`config.mk`:
```
export PLATFORM = sky130hd
export DESIGN_NAME = imem_sync
export DESIGN_NICKNAME = d
export VERILOG_FILES = /design/src/rtl/imem_pkg.sv /design/src/rtl/imem_bank.sv /design/src/rtl/imem_sync.sv
export SDC_FILE = /design/constraint.sdc
export NUM_CORES = 2
export LEC_CHECK = 0
export ABC_AREA = 1
export CORE_ASPECT_RATIO = 0.75
export CORE_MARGIN = 1
export CORE_UTILIZATION = 51
export DETAILED_ROUTE_END_ITERATION = 7
export HOLD_SLACK_MARGIN = 0.12
export PLACE_DENSITY_LB_ADDON = 0.2
export SYNTH_ARGS = -nofsm -noshare
export SYNTH_HDL_FRONTEND = slang
export SYNTH_SLANG_ARGS = --single-unit
```
`constraint.sdc`:
```
create_clock -name clk -period 4.2 [get_ports clk]
set_input_delay 0.84 -clock clk [delete_from_list [all_inputs] [get_ports clk]]
set_output_delay 0.84 -clock clk [all_outputs]
set_load 0.1 [all_outputs]
```
`src/rtl/imem_pkg.sv`:
```
// Shared types and constants for the synchronous instruction memory.
package imem_pkg;

    localparam logic [31:0] NOP_WORD_DEFAULT = 32'h0000_0013;

    typedef enum logic [1:0] {
        INIT = 2'd0,
        RUN  = 2'd1,
        LOAD = 2'd2
    } imem_state_e;

    typedef struct packed {
        logic misalign;
        logic range;
    } fetch_fault_t;

    function automatic logic is_fault(input fetch_fault_t f);
        return f.misalign | f.range;
    endfunction

endpackage

```
`src/rtl/imem_bank.sv`:
```
// DEPTHx32 storage with one synchronous write port and a registered,
// enable-gated read port so the read data can hold during a stall.
module imem_bank #(
    parameter int DEPTH = 64,
    parameter int AW    = $clog2(DEPTH)
) (
    input  logic          clk,
    input  logic          we,
    input  logic [AW-1:0] waddr,
    input  logic [31:0]   wdata,
    input  logic          re,
    input  logic [AW-1:0] raddr,
    output logic [31:0]   rdata
);

    logic [31:0] mem [DEPTH];
    logic [31:0] rdata_q;

    always_ff @(posedge clk) begin
        if (we) begin
            mem[waddr] <= wdata;
        end
        if (re) begin
            rdata_q <= mem[raddr];
        end
    end

    assign rdata = rdata_q;

endmodule

```
`src/rtl/imem_sync.sv`:
```
// IF-stage instruction memory: registered fetch with stall/flush, fault flags,
// run-time word loader and an optional NOP sweep after reset.
module imem_sync
    import imem_pkg::*;
#(
    parameter int          DEPTH         = 64,
    parameter bit          FILL_ON_RESET = 1'b1,
    parameter logic [31:0] NOP_WORD      = NOP_WORD_DEFAULT,
    localparam int         AW            = $clog2(DEPTH)
) (
    input  logic          clk,
    input  logic          rst_n,
    input  logic          fetch_req,
    input  logic [31:0]   fetch_addr,
    input  logic          stall,
    input  logic          flush,
    output logic [31:0]   instr_o,
    output logic          instr_valid,
    output logic          fault_misalign,
    output logic          fault_range,
    input  logic          ld_en,
    input  logic          ld_we,
    input  logic [AW-1:0] ld_addr,
    input  logic [31:0]   ld_data,
    output logic          ready
);

    imem_state_e   state_q, state_d;
    logic [AW-1:0] cnt_q, cnt_d;
    logic          ready_q;
    logic          valid_q, valid_d;
    fetch_fault_t  fault_q, fault_d;
    fetch_fault_t  fetch_fault;

    logic          bank_we;
    logic [AW-1:0] bank_waddr;
    logic [31:0]   bank_wdata;
    logic          bank_re;
    logic [31:0]   bank_rdata;

    imem_bank #(
        .DEPTH (DEPTH),
        .AW    (AW)
    ) u_bank (
        .clk   (clk),
        .we    (bank_we),
        .waddr (bank_waddr),
        .wdata (bank_wdata),
        .re    (bank_re),
        .raddr (fetch_addr[AW+1:2]),
        .rdata (bank_rdata)
    );

    // Out-of-range words fault instead of aliasing onto the low words.
    always_comb begin
        fetch_fault.misalign = |fetch_addr[1:0];
        fetch_fault.range    = (fetch_addr[31:2] >= 30'(DEPTH));
    end

    always_comb begin
        state_d    = state_q;
        cnt_d      = cnt_q;
        bank_we    = 1'b0;
        bank_waddr = ld_addr;
        bank_wdata = ld_data;
        case (state_q)
            INIT: begin
                bank_we    = 1'b1;
                bank_waddr = cnt_q;
                bank_wdata = NOP_WORD;
                cnt_d      = cnt_q + AW'(1);
                if (cnt_q == AW'(DEPTH - 1)) begin
                    state_d = RUN;
                end
            end
            RUN: begin
                if (ld_en) begin
                    state_d = LOAD;
                end
            end
            LOAD: begin
                bank_we = ld_we;
                if (!ld_en) begin
                    state_d = RUN;
                end
            end
            default: state_d = INIT;
        endcase
    end

    // Storage is only written outside RUN, so reads never collide with writes.
    always_comb begin
        valid_d = valid_q;
        fault_d = fault_q;
        bank_re = 1'b0;
        if (state_q != RUN || flush) begin
            valid_d = 1'b0;
            fault_d = '0;
        end else if (!stall) begin
            if (fetch_req) begin
                fault_d = fetch_fault;
                valid_d = !is_fault(fetch_fault);
                bank_re = !is_fault(fetch_fault);
            end else begin
                valid_d = 1'b0;
                fault_d = '0;
            end
        end
    end

    always_ff @(posedge clk or negedge rst_n) begin
        if (!rst_n) begin
            state_q <= FILL_ON_RESET ? INIT : RUN;
            cnt_q   <= '0;
            ready_q <= 1'b0;
            valid_q <= 1'b0;
            fault_q <= '0;
        end else begin
            state_q <= state_d;
            cnt_q   <= cnt_d;
            ready_q <= (state_d == RUN);
            valid_q <= valid_d;
            fault_q <= fault_d;
        end
    end

    assign instr_o        = valid_q ? bank_rdata : NOP_WORD;
    assign instr_valid    = valid_q;
    assign fault_misalign = fault_q.misalign;
    assign fault_range    = fault_q.range;
    assign ready          = ready_q;

endmodule
```
==> results.txt <==
- Status: completed
- The worst register-to-register path begins at state_q[0]$_DFF_PN0_.
* Cells after synthesis: 8417
* Area growth from synthesis to layout: 12.4%
- The clock reaches the later pin of the worst-skew pair after 850 ps.
* Leakage dissipation: 0.0407 uW
- The synthesized design contains 2092 register bits.
* First-pass iteration count of the detailed router: 8
* Multiplexer share of the synthesized area: 0.0113%
* Hold WC Path Type: in -> async
- The clock tree synthesis step divided the H-tree into 4 levels.
- For this run the aggregate overflow at the end of global routing stands at 0.
- The final layout contains 8614 nets.
- Buffers placed on the I/O ports in this run total 112.
- Placed cell areas: 0.0941 mm2
- Clock transition at the register clock pins on the worst setup and hold paths after CTS: 70 ps
* Count of final max-slew check failures: 0
- Sort of element at the start of the critical path: register
- Using the TritonRoute via totals, the vias-per-cell ratio works out to 5.47.
- The die is 364 um tall.
- Bufs on Longest Clock Path: 3
- Non-filler instance count after layout: 11.0k
- STA classifies the critical path endpoint as a primary output.
- In this run, post-CTS hold repair placed 0 buffers.
- Fraction of the cycle the final worst path needs: 82.3%
* Clock period minus worst slack: 3460 ps
- Wire length of the first global-routing pass: 368000 um
- Maximum clock frequency: 289 MHz
* Depth of the worst register-to-register path: 4
- Iter 0 DRT Violations: 8561
* Worst supply voltage drop on vdd: 0.000886 V
- Total Die Area: 0.176 mm2
* Drc violations: 0
- Between clock sinks in the finished design, the worst skew comes to 27.7 ps.
- Entering global routing, the biggest net connects 166 pins.
- In this run the number of cells on the critical path is 1.
- Once placement completed, the tool counted placed cells totaling 10.6k.
- Worst hold slack: 443 ps
- The worst register-to-register path ends at u_bank.mem[52][1]$_DFFE_PP_.
- Critical path endpoint: ready
- Share of the yosys chip area belonging to registers: 70.5%
- Xor and xnor fraction of the mapped netlist area: 0.0394%
- Slew @ Worst Pin: 1130 ps
- After clock tree synthesis, the setup repair step added 0 buffers.
- In this run the clock root is driven by a clkbuf_16.
- In this run the worst setup path begins at ready$_DFF_PN0_.
* Initial standard-cell utilization of the core: 51.5%
* Number of buffers created by CTS: 195
* Number of clock sinks seen by CTS: 2092
* Synthesized-area fraction occupied by ao, oa, aoi and oai cells: 1.94%
* Count of max-cap constraint violations: 0
* CP delay by family, top: buffers and inverters
- Summing over every cut layer, the via total after detailed routing is 60.0k.
- Final Routed Wirelength: 252000 um
- Once detail routing completed, the nets flagged for antenna violations numbered 0.
- The setup path with the least slack is of type reg -> out.
- Crit path buffers/inverters: 1
- Worst-path cell chain: clkdlybuf4s50_1
- Cells with a size suffix above 1 make up 7.71% of the layout.
- Counting every net in the synthesized netlist gives 8495.
- # IOs: 113
* Post-synthesis instance area: 0.0890 mm2
- In this run the worst path has a maximum fanout of 1.
* Standard-cell row count: 132
* Critical Path RT: 3360 ps
* Worst Path Arrival: 2620 ps
- Core Area: 0.173 mm2
- Initial antenna violation count: 11
- Summing the areas of all fa, ha and maj instances in the mapped netlist gives 0.0141% of the synthesized area.
- The number of global-route vias before repair was 55.3k.
* Setup TNS Final: 0 ps
- Width of the chip: 484 um
* Reg2reg setup slack: 1020 ps
* Post-DP HPWL: 142000 um
- TritonCTS built the clock tree.
* Total global routing track utilization: 28.5%
* Final number of hold-violating endpoints: 0
- The largest individual stage delay along the critical path comes from the cell clkdlybuf4s50_1.
- Once layout is done, the placed cells without fillers occupy 0.100 mm2.
- The synthesized netlist devotes 20.4% of its cell area to simple gates.
- Main combinational cell family by area after synthesis: simple AND/OR/NAND/NOR gates
* Quantity of gates resized following cts: 0
* Headroom to the max-slew limit: 24.9%
- The largest single stage delay on the critical path is 1220 ps.
* Average cell area after synthesis: 10.6 um2
* Fin util: 57.8%
* Drt wl/cell: 23.0 um
- Final weighted congestion in routability-driven placement: 0.873
- Cell variety after synth: 35
- Setup violations remaining at the end of the flow were counted as 0.
* Power density over the cells: 568 mW/mm2
* Yosys warnings: 0
- Filler cell count: 14.1k
- RSZ-0062 raised after global routing: no
-- cell usage after synthesis (all sizes together) --
cell    number  area, um2
a21oi       60        300
a22oi        1       7.51
and3         8       50.1
buf        305       1800
clkbuf     127        477
clkinv       2       8.75
dfrtp       12        300
edfxtp    2080      62500
ha           1       12.5
inv       1063       3990
mux2i        1       10.0
nand2     2809      10500
nand3      931       4660
nand4       10       62.6
nor2       690       2600
nor3         1       5.00
nor4         5       31.3
o211ai      12       90.1
o21ai      263       1320
o31ai        1       7.51
or2         31        194
xnor2        1       8.76
xor2         3       26.3
-- worst min-delay path by stage --
stage	slack, ps	to	cells after the start
CTS	400	fault_misalign$_DFFE_PN0P_	1
floorplan	440	cnt_q[4]$_DFFE_PN0P_	1
global route	440	fault_misalign$_DFFE_PN0P_	1
finish	440	fault_misalign$_DFFE_PN0P_	1
global placement	460	cnt_q[4]$_DFFE_PN0P_	1
detailed placement	460	cnt_q[4]$_DFFE_PN0P_	1
-- kinds of logic (layout without fill, tap and decap cells) --
family                   count (synthesis)  in the layout
multiplexers                             1              1
AND/OR/NAND/NOR                       4485           4485
flip-flops                            2092           2092
adder cells (fa/ha/maj)                  1              1
buffers and inverters                 1497           1771
XOR/XNOR                                 4              4
AO/OA/AOI/OAI                          337            337
other                                    0              6
-- routing by layer --
layer | share of wire, % | routed length (um) | GRT usage [%]
met4 | 3.4 | 8670 | 10.2
met3 | 11 | 27700 | 4.37
met2 | 43 | 108000 | 41.3
met5 | 0 | 0 | 0
met1 | 43 | 107000 | 43.5
-- flip-flops by register name (all words and copies together), names as in the netlist --
signal / flops
fault_misalign: 1
u_bank.mem: 2048
cnt_q: 6
ready: 1
state_q: 2
fault_range: 1
instr_valid: 1
u_bank.rdata: 32
-- cell usage in the layout (no fill, tap or decap), drive strengths merged --
cell	n
a22oi	1
xor2	3
dfrtp	12
nor4	5
or2	31
clkdlybuf4s50	73
bufinv	8
nor3	1
o31ai	1
o211ai	12
nand4	10
o21ai	263
nor2	690
ha	1
buf	281
edfxtp	2080
a21oi	60
clkinv	87
nand2	2809
and3	8
clkbuf	251
diode	6
inv	1071
mux2i	1
xnor2	1
nand3	931
-- stage by stage --
step	worst slack, ps	total power (uW)
5_1_grt	736	58500
4_1_cts	729	56800
2_1_floorplan	819	34200
6_report	744	56800
3_3_place_gp	509	39800
3_5_place_dp	423	40100
-- report_power, final --
part / switching, uW / total, uW / internal [uW]
registers: 497 / 28600 / 28100
clock network: 7660 / 16900 / 9190
logic: 9120 / 11300 / 2160
-- area by class of cell --
| class | instances | area, um2 | area share (%) |
|---|---|---|---|
| timing repair buffer | 354 | 3760 | 3.76 |
| antenna | 6 | 15.0 | 0.0150 |
| clock inverter | 101 | 722 | 0.722 |
| tap | 2278 | 2850 | 2.85 |
| sequential | 2092 | 62800 | 62.8 |
| inverter | 1065 | 4040 | 4.04 |
| multi-input combinational | 4828 | 20700 | 20.7 |
| clock buffer | 251 | 5200 | 5.20 |
(Power assumes the default switching activity.)
